### src/rtl/maxpool_unit_pkg.sv
// maxpool_unit_pkg: shared pixel width, max feature-map edge and FSM state encoding for the max-pool unit
package maxpool_unit_pkg;
  localparam int DATA_W = 8;
  localparam int MAX_SIZE = 32;
  typedef enum logic [2:0] {IDLE, RUN, DRAIN, DONE, HOLD} pool_state_t;
endpackage

### src/rtl/pool_row_buf.sv
// pool_row_buf: row buffer of horizontal pair maxima; ports clk, we/waddr/wdata write, raddr/rdata async read
module pool_row_buf #(
  parameter int DATA_W = maxpool_unit_pkg::DATA_W,
  parameter int DEPTH = maxpool_unit_pkg::MAX_SIZE / 2,
  localparam int AW = $clog2(DEPTH)
) (
  input  logic              clk,
  input  logic              we,
  input  logic [AW-1:0]     waddr,
  input  logic [DATA_W-1:0] wdata,
  input  logic [AW-1:0]     raddr,
  output logic [DATA_W-1:0] rdata
);
  logic [DATA_W-1:0] mem [DEPTH];
  always_ff @(posedge clk) if (we) mem[waddr] <= wdata;
  assign rdata = mem[raddr];
endmodule

### src/rtl/maxpool_unit.sv
// maxpool_unit: 2x2/stride-2 signed max pool; ports clk/rst, pool_en/size_in/channels_in job, in_* stream, out_* stream, pool_done pulse
module maxpool_unit #(
  parameter int DATA_W = maxpool_unit_pkg::DATA_W,
  parameter int MAX_SIZE = maxpool_unit_pkg::MAX_SIZE
) (
  input  logic                     clk,
  input  logic                     rst,
  input  logic                     pool_en,
  input  logic [7:0]               size_in,
  input  logic [7:0]               channels_in,
  input  logic                     in_valid,
  input  logic signed [DATA_W-1:0] in_data,
  output logic                     in_ready,
  output logic                     out_valid,
  output logic signed [DATA_W-1:0] out_data,
  input  logic                     out_ready,
  output logic                     pool_done
);
  import maxpool_unit_pkg::*;
  localparam int CW = $clog2(MAX_SIZE);
  pool_state_t state, state_nx;
  logic [7:0] size_r, chans_r, ch;
  logic [CW-1:0] col, row;
  logic signed [DATA_W-1:0] prev, buf_rd, pair_max, win_max;
  logic accept, col_last, row_last, ch_last, trivial, abort;
  assign in_ready = state == RUN && (!out_valid || out_ready);
  assign accept = in_valid && in_ready;
  assign col_last = {{(8-CW){1'b0}}, col} == size_r - 8'd1;
  assign row_last = {{(8-CW){1'b0}}, row} == size_r - 8'd1;
  assign ch_last = ch == chans_r - 8'd1;
  assign trivial = size_in < 8'd2 || channels_in == 8'd0;
  assign abort = (state == RUN || state == DRAIN) && !pool_en;
  assign pair_max = prev > in_data ? prev : in_data;
  assign win_max = buf_rd > pair_max ? buf_rd : pair_max;
  assign pool_done = state == DONE;
  pool_row_buf #(.DATA_W(DATA_W), .DEPTH(MAX_SIZE / 2)) u_row_buf (
    .clk  (clk),
    .we   (accept && !row[0] && col[0]),
    .waddr(col[CW-1:1]),
    .wdata(pair_max),
    .raddr(col[CW-1:1]),
    .rdata(buf_rd)
  );
  always_comb begin
    state_nx = state;
    case (state)
      IDLE:    state_nx = !pool_en ? IDLE : trivial ? DONE : RUN;
      RUN:     state_nx = !pool_en ? IDLE : (accept && col_last && row_last && ch_last) ? DRAIN : RUN;
      DRAIN:   state_nx = !pool_en ? IDLE : (!out_valid || out_ready) ? DONE : DRAIN;
      DONE:    state_nx = HOLD;
      HOLD:    state_nx = pool_en ? HOLD : IDLE;
      default: state_nx = IDLE;
    endcase
  end
  always_ff @(posedge clk) begin
    if (rst) begin
      state <= IDLE;
      col <= '0;
      row <= '0;
      ch <= '0;
      size_r <= '0;
      chans_r <= '0;
      prev <= '0;
      out_valid <= 1'b0;
      out_data <= '0;
    end else begin
      state <= state_nx;
      if (state == IDLE && pool_en) begin
        size_r <= size_in;
        chans_r <= channels_in;
        col <= '0;
        row <= '0;
        ch <= '0;
      end
      if (accept) begin
        col <= col_last ? '0 : col + 1'b1;
        if (col_last) row <= row_last ? '0 : row + 1'b1;
        if (col_last && row_last) ch <= ch + 8'd1;
        if (!col[0]) prev <= in_data;
      end
      if (abort) out_valid <= 1'b0;
      else if (accept && row[0] && col[0]) begin
        out_valid <= 1'b1;
        out_data <= win_max;
      end else if (out_ready) out_valid <= 1'b0;
    end
  end
endmodule

### config.mk
export PLATFORM = sky130hd
export DESIGN_NAME = maxpool_unit
export DESIGN_NICKNAME = d
export VERILOG_FILES = /design/src/rtl/maxpool_unit_pkg.sv /design/src/rtl/pool_row_buf.sv /design/src/rtl/maxpool_unit.sv
export SDC_FILE = /design/constraint.sdc
export NUM_CORES = 1
export LEC_CHECK = 0
export ABC_AREA = 1
export CAP_MARGIN = 20
export CORE_UTILIZATION = 25
export DETAILED_ROUTE_END_ITERATION = 7
export MAX_ROUTING_LAYER = met4
export PLACE_DENSITY = 0.51
export SETUP_SLACK_MARGIN = 0.02
export SLEW_MARGIN = 20
export SYNTH_ARGS = -nofsm -noshare
export SYNTH_HDL_FRONTEND = slang
export SYNTH_SLANG_ARGS = --single-unit
### constraint.sdc
create_clock -name clk -period 4.59 [get_ports clk]
set_input_delay 0.6885 -clock clk [delete_from_list [all_inputs] [get_ports clk]]
set_output_delay 0.6885 -clock clk [all_outputs]
set_load 0.005 [all_outputs]
==> impl_metrics.yaml, run 1 <==
clock_tree:
  cts_root_buf: "clkbuf_16"
  cts_buffer_depth: 2
  cts_tree: "built"
  clock_latency_ns: 0.45
  cts_resized: 0
  postCtsHoldBufs: 0
  numCtsBuffers: 17
  htree_levels: 4
  cts.clk_slew.worst_paths_ns: 0.07
  post-cts-setup-buffer-count: 0
  numClockSinks: 186
worst_setup_path:
  cp_data_required_time_ns: 4.97
  start_kind: "primary input"
  worstPathMaxFanout: 16
  cp.arrival_ns: 4.22
  timing_worst_setup_path_type: "in2reg"
  crit_chain: "clkdlybuf4s50_1, inv_1, ha_1, nand2_1, nor2_1, o21ai_0, inv_1, o21ai_0, nand2_2, nand2_1, nand2_1, nand2_1, ha_1, nand2_1, nor2_1, nand2_1, nand2_1, nand2_1, a21boi_2, nand2_1, nand2_1, nor2_1, nor2_1"
  crit_path_frequent_cell: "nand2_1"
  cp_slowest_cell: "a21boi_2"
  crit_path_max_incr_delay_ns: 0.53
  end_kind: "register"
sta:
  max_freq_mhz: 260
  timing_hold_violations_final: 0
  setup_viol: 0
  min_period_ns: 3.84
  rsz0062_at_grt: "no"
  skew_ns: 0.0170
  fin_crit_sh_pct: 83.7
  worst_slack_ns: 0.746
  slew_headroom_pct: 32.1
  tns_ns: 0
  report.final.slew_viol_count: 0
  tightest_slew_ns: 1.02
global_route:
  grt.overflow.total: 0
  grt_max_degree: 68
  grt_pass1_wl_microns: 34500
  antenna_found_initial: 0
  grt.total_usage_pct: 12.6
  first_global_vias: 6303
status:
  outcome: "completed"
floorplanning:
  die_w_microns: 192
  fp.dieArea_sq_um: 36900
  core_area_sq_um: 35600
  rows: 69
  ios: 40
  fp.dieH_microns: 192
  start_util_pct: 25.4
logic_synthesis:
  ys_warn_count: 0
  synth_area_sq_um: 9030
  yosysUniqueCellTypes: 34
  syn_avg_cell_area_sq_um: 8.95
  ys_ff_latch: 186
  synth_nets: 1059
  syn_inst: 1009
  synth_seq_area_share_pct: 55.4
route:
  drt_pass1_iterations: 5
  wl_microns: 21700
  drc: 0
  vias: 6712
  wire_per_inst_microns: 14.4
  ant_nets: 0
  via_per_inst: 4.45
  drtIter0Drc: 585
power:
  power.total_mw: 3.84
  p_leak_nw: 3.91
  ir_worst_vdd_mv: 0.224
  powerDensity_nw_per_um2: 365
final_layout:
  multiInputGateArea_sq_um: 3320
  fill_cells: 3755
  design_area_sq_um: 10500
  nNetsFinal: 1083
  diodes: 0
  seq_area_sq_um: 5010
  synthToLayoutAreaGrowth_pct: 16.5
  drive_above_1_share_pct: 6.69
  instances_no_fill: 1507
min_path:
  hold_class: "reg2reg"
place:
  port_buffers: 39
  placedCellCount: 1475
  postPlaceCellArea_sq_um: 9880
  gp_congestion: 0.817
  pre_cts_slack_ns: 0.305
  hpwl_microns: 14900
job:
  cap_violations: 0
[registers in the layout, summed over array words and instances (netlist names), named ones only]
register and flops:
ch 8, chans_r 8, col 5, out_data 8, out_valid 1, prev 8, row 5, size_r 8
state 3, u_row_buf.mem 128
[synthesized netlist by cell type]
cell        n  area [sq um]
xnor2_1     5          43.8
dfxtp_1    58          1160
buf_6       1          11.3
inv_1     138           518
nand2_2     6          37.5
o21ai_1     1          5.00
a22oi_1     1          7.51
nor2_4      5          56.3
nor4_4      1          21.3
ha_1       21           263
inv_2       3          11.3
o21ai_0    68           340
o21a_1      1          7.51
buf_2      11          55.1
xnor3_1     1          22.5
edfxtp_1  128          3840
nor2_1     93           349
nand4_1    10          62.6
clkbuf_1   22          82.6
nor4_1      3          18.8
nand3_2     6          60.1
a21boi_2    1          11.3
nor2_2      5          31.3
buf_1       5          18.8
xor2_1      5          43.8
or2_2       2          12.5
buf_4       1          7.51
nor3_1      6          30.0
nand3b_1    7          52.6
o211ai_1   33           248
nand2_1   176           661
a22oi_2     1          12.5
a21oi_1    84           420
nand3_1   100           500
[worst paths after layout]
kind | from | depth (start not counted) | end | slack (ns)
max reg2reg | register | 17 | out_data[2] | 1.07
min reg2reg | size_r[7] | 2 | size_r[7] | 0.47
min | size_r[7] | 2 | size_r[7] | 0.47
max | in_data[5] | 23 | out_data[2] | 0.75
[critical path, delay by kind of cell]
kind            cells  cell delay (ns)
compound gates      3             0.74
fa+ha+maj           2             0.65
buf+inv             3             0.56
simple gates       15             1.58
[placed cells by master, fill, tap and decap left out, types with 2 or more instances in the layout]
master and n:
nand2_1 176, inv_1 138, edfxtp_1 128, nand3_1 100, nor2_1 93, a21oi_1 84
o21ai_0 68, dfxtp_1 56, clkdlybuf4s50_1 39, o211ai_1 33, ha_1 21, clkbuf_16 17
nand4_1 10, nand3b_1 7, nor3_1 6, nand2_2 6, nand3_2 6, nor2_2 5
nor2_4 5, xnor2_1 5, xor2_1 5, buf_4 5, inv_8 4, clkinv_8 4
inv_2 3, nor4_1 3, inv_6 3, or2_2 2, inv_12 2
[metal layers]
layer | routed length, microns | global-route usage (%)
met3 | 767 | 2.32
met1 | 10500 | 16.4
met4 | 163 | 2.63
met2 | 10300 | 20.3
met5 | 0 | -
[layout make-up]
type                    count  share of cell area [%]
flip-flops and latches    186                    47.6
multi-input cells         642                    31.6
well taps                 461                    5.49
inverters                 141                    5.03
repair buffers             45                    4.26
clock buffers              17                    4.05
clock inverters            15                    1.98
[through the flow]
stage	hold WS, ns	util, %
6_report	0.475	29.6
5_1_grt	0.516	29.6
4_1_cts	0.478	29.6
3_5_place_dp	0.467	27.8
3_3_place_gp	0.466	27.8
2_1_floorplan	0.443	-
[report_power, final]
| group | leakage (nW) | switching (mW) | total (mW) | internal, mW |
|---|---|---|---|---|
| clock | 0.308 | 0.762 | 1.56 | 0.802 |
| sequential | 1.63 | 0.0160 | 1.87 | 1.86 |
| combinational | 1.97 | 0.282 | 0.405 | 0.123 |
| total | 3.91 | 1.06 | 3.84 | 2.78 |
[cell families after synthesis]
group / synth area share (%)
and+or+nand+nor: 21.0
AOI/OAI and AO/OA: 11.7
DFF: 55.4
buffers and inverters: 7.80
adders and majority gates: 2.91
xor gates and xnor gates: 1.22
Note: power is estimated with default switching activity, not from simulation.
==> inputs of run 2 (changes only) <==
PLACE_DENSITY = 0.52   (was 0.51)
clock period = 3.1 ns   (was 4.59 ns; I/O delays follow)
==> impl_metrics.yaml, run 2 (synthesis results as in run 1) <==
worst_setup_path:
  cp.arrival_ns: 3.28
  worstPathMaxFanout: 8
  reg2regPathDepth: 21
  timing_worst_setup_path_type: "in2reg"
  worstReg2RegEnd: "out_data[7]"
  timing.rr.start: "prev[5]"
  start_kind: "primary input"
  end_kind: "register"
  cp_data_required_time_ns: 3.44
  rrSetupSlack_ns: 0.22
route:
  wire_per_inst_microns: 14.2
  drc: 0
  wl_microns: 22200
  via_per_inst: 4.44
  drt_pass1_iterations: 5
  vias: 6936
  ant_nets: 0
  drtIter0Drc: 515
floorplanning:
  fp.dieH_microns: 192
  core_area_sq_um: 35600
  rows: 69
  start_util_pct: 25.4
  die_w_microns: 192
  ios: 40
  fp.dieArea_sq_um: 36900
clock_tree:
  postCtsHoldBufs: 0
  cts_root_buf: "clkbuf_16"
  cts_tree: "built"
  numClockSinks: 186
  htree_levels: 4
  clock_latency_ns: 0.45
  cts_buffer_depth: 2
  cts.clk_slew.worst_paths_ns: 0.08
  numCtsBuffers: 17
place:
  hpwl_microns: 15400
  port_buffers: 39
  placedCellCount: 1522
  postPlaceCellArea_sq_um: 10300
  pre_cts_slack_ns: -0.523
  gp_congestion: 0.830
final_layout:
  nNetsFinal: 1138
  design_area_sq_um: 11300
  layout_common_cells: "163 x nand2_1, 130 x inv_1, 128 x edfxtp_1"
  drive_above_1_share_pct: 15.0
  fin_util_pct: 31.7
  largest_register_ffs: 128
  instances_no_fill: 1562
  diodes: 0
  regMostFlops: "u_row_buf.mem"
  synthToLayoutAreaGrowth_pct: 24.9
  final_common_cell: "nand2_1"
  fill_cells: 3691
power:
  p_sw_share_pct: 28.2
  powerDensity_nw_per_um2: 518
  combPwrFrac_pct: 13.7
  ir_worst_vdd_mv: 0.314
  p_leak_nw: 4.28
  p_sw_mw: 1.64
  pwr-share-seq_pct: 47.5
  p_int_mw: 4.19
  power_frac_clock_pct: 38.8
sta:
  min_period_ns: 2.94
  report.final.slew_viol_count: 0
  worst_slack_ns: 0.156
  tightest_slew_ns: 0.655
  timing_hold_violations_final: 0
  slew_headroom_pct: 56.3
  skew_ns: 0.0135
  max_freq_mhz: 340
  setup_viol: 0
  timing.hold.ws_ns: 0.421
  fin_crit_sh_pct: 95.0
  rsz0062_at_grt: "no"
global_route:
  grt.total_usage_pct: 12.6
  antenna_found_initial: 0
  grt.overflow.total: 0
  grt_pass1_wl_microns: 35200
  grt_max_degree: 62
  first_global_vias: 6466
min_path:
  hold_end: "prev[4]"
  hp-start: "in_data[4]"
  hold_class: "in2reg"
  hold_depth: 4
status:
  outcome: "completed"
job:
  cap_violations: 0
run 2: cell types whose count changed in the layout (fill, tap and decap cells not counted), sizes merged:
cell / previous run / this run
buf: 6 / 59
clkbuf: 17 / 19
bufinv: 1 / 0
dlymetal6s2s: 0 / 6
clkinv: 5 / 6
clkdlybuf4s50: 39 / 33
run 2: layout make-up:
class	instances	area, sq um	share of cell area [%]
Tap cell	461	577	5.12
Clock inverter	15	204	1.81
Sequential cell	186	5010	44.4
Timing Repair Buffer	100	986	8.75
Inverter	141	529	4.70
Clock buffer	17	425	3.77
Multi-Input combinational cell	642	3540	31.4
run 2: worst max path at each step:
stage	start	end	slack (ns)
2_1_floorplan	in_data[1]	out_data[0]	0.04
3_3_place_gp	in_data[5]	out_data[0]	-0.42
3_5_place_dp	in_data[5]	out_data[0]	-0.52
4_1_cts	in_data[5]	out_data[0]	0.03
5_1_grt	register	out_data[5]	0.04
6_report	in_data[7]	out_data[7]	0.16
run 2: stage by stage:
step / setup TNS [ns] / total power [mW]
final: 0 / 5.84
after global placement: -3.20 / 3.52
after global routing: 0 / 6.08
after detailed placement: -4.65 / 3.53
after CTS: 0 / 5.78
after floorplan: 0 / 3.23
run 2: power by group through the flow:
stage	Combinational (mW)	Sequential, mW	Clock [mW]
2_1_floorplan	0.407	2.82	0
3_3_place_gp	0.688	2.83	0
3_5_place_dp	0.696	2.83	0
4_1_cts	0.704	2.77	2.30
5_1_grt	0.883	2.78	2.41
6_report	0.797	2.78	2.27
run 2: worst max-delay path, stage by stage:
cell             delay, ns
clkdlybuf4s50_1       0.45
inv_1                 0.05
ha_1                  0.29
inv_2                 0.08
nor2_1                0.05
a22oi_2               0.23
buf_4                 0.17
buf_4                 0.11
nand3b_1              0.09
nand2_2               0.10
ha_4                  0.20
a21oi_1               0.17
o21ai_2               0.08
nand2_1               0.07
nand2_1               0.06
nand2_2               0.08
a21boi_4              0.07
clkbuf_16             0.16
nand2_1               0.05
nand2_1               0.06
nor2_1                0.13
nor2_1                0.06
run 2: what timing repair did:
action                                  4_1_cts  5_1_grt
pin swaps                                     2       28
buffers inserted                              2        5
gates resized for setup                       3       53
endpoints found under the setup margin        8        8
cloned                                        0        1
run 2: layer usage:
layer	routed length (microns)	global-route usage [%]	up-vias
met5	0	-	-
met4	251	3.12	0
met3	715	1.97	21
met2	10200	19.5	105
met1	11000	17.3	3245
li1	-	-	3565
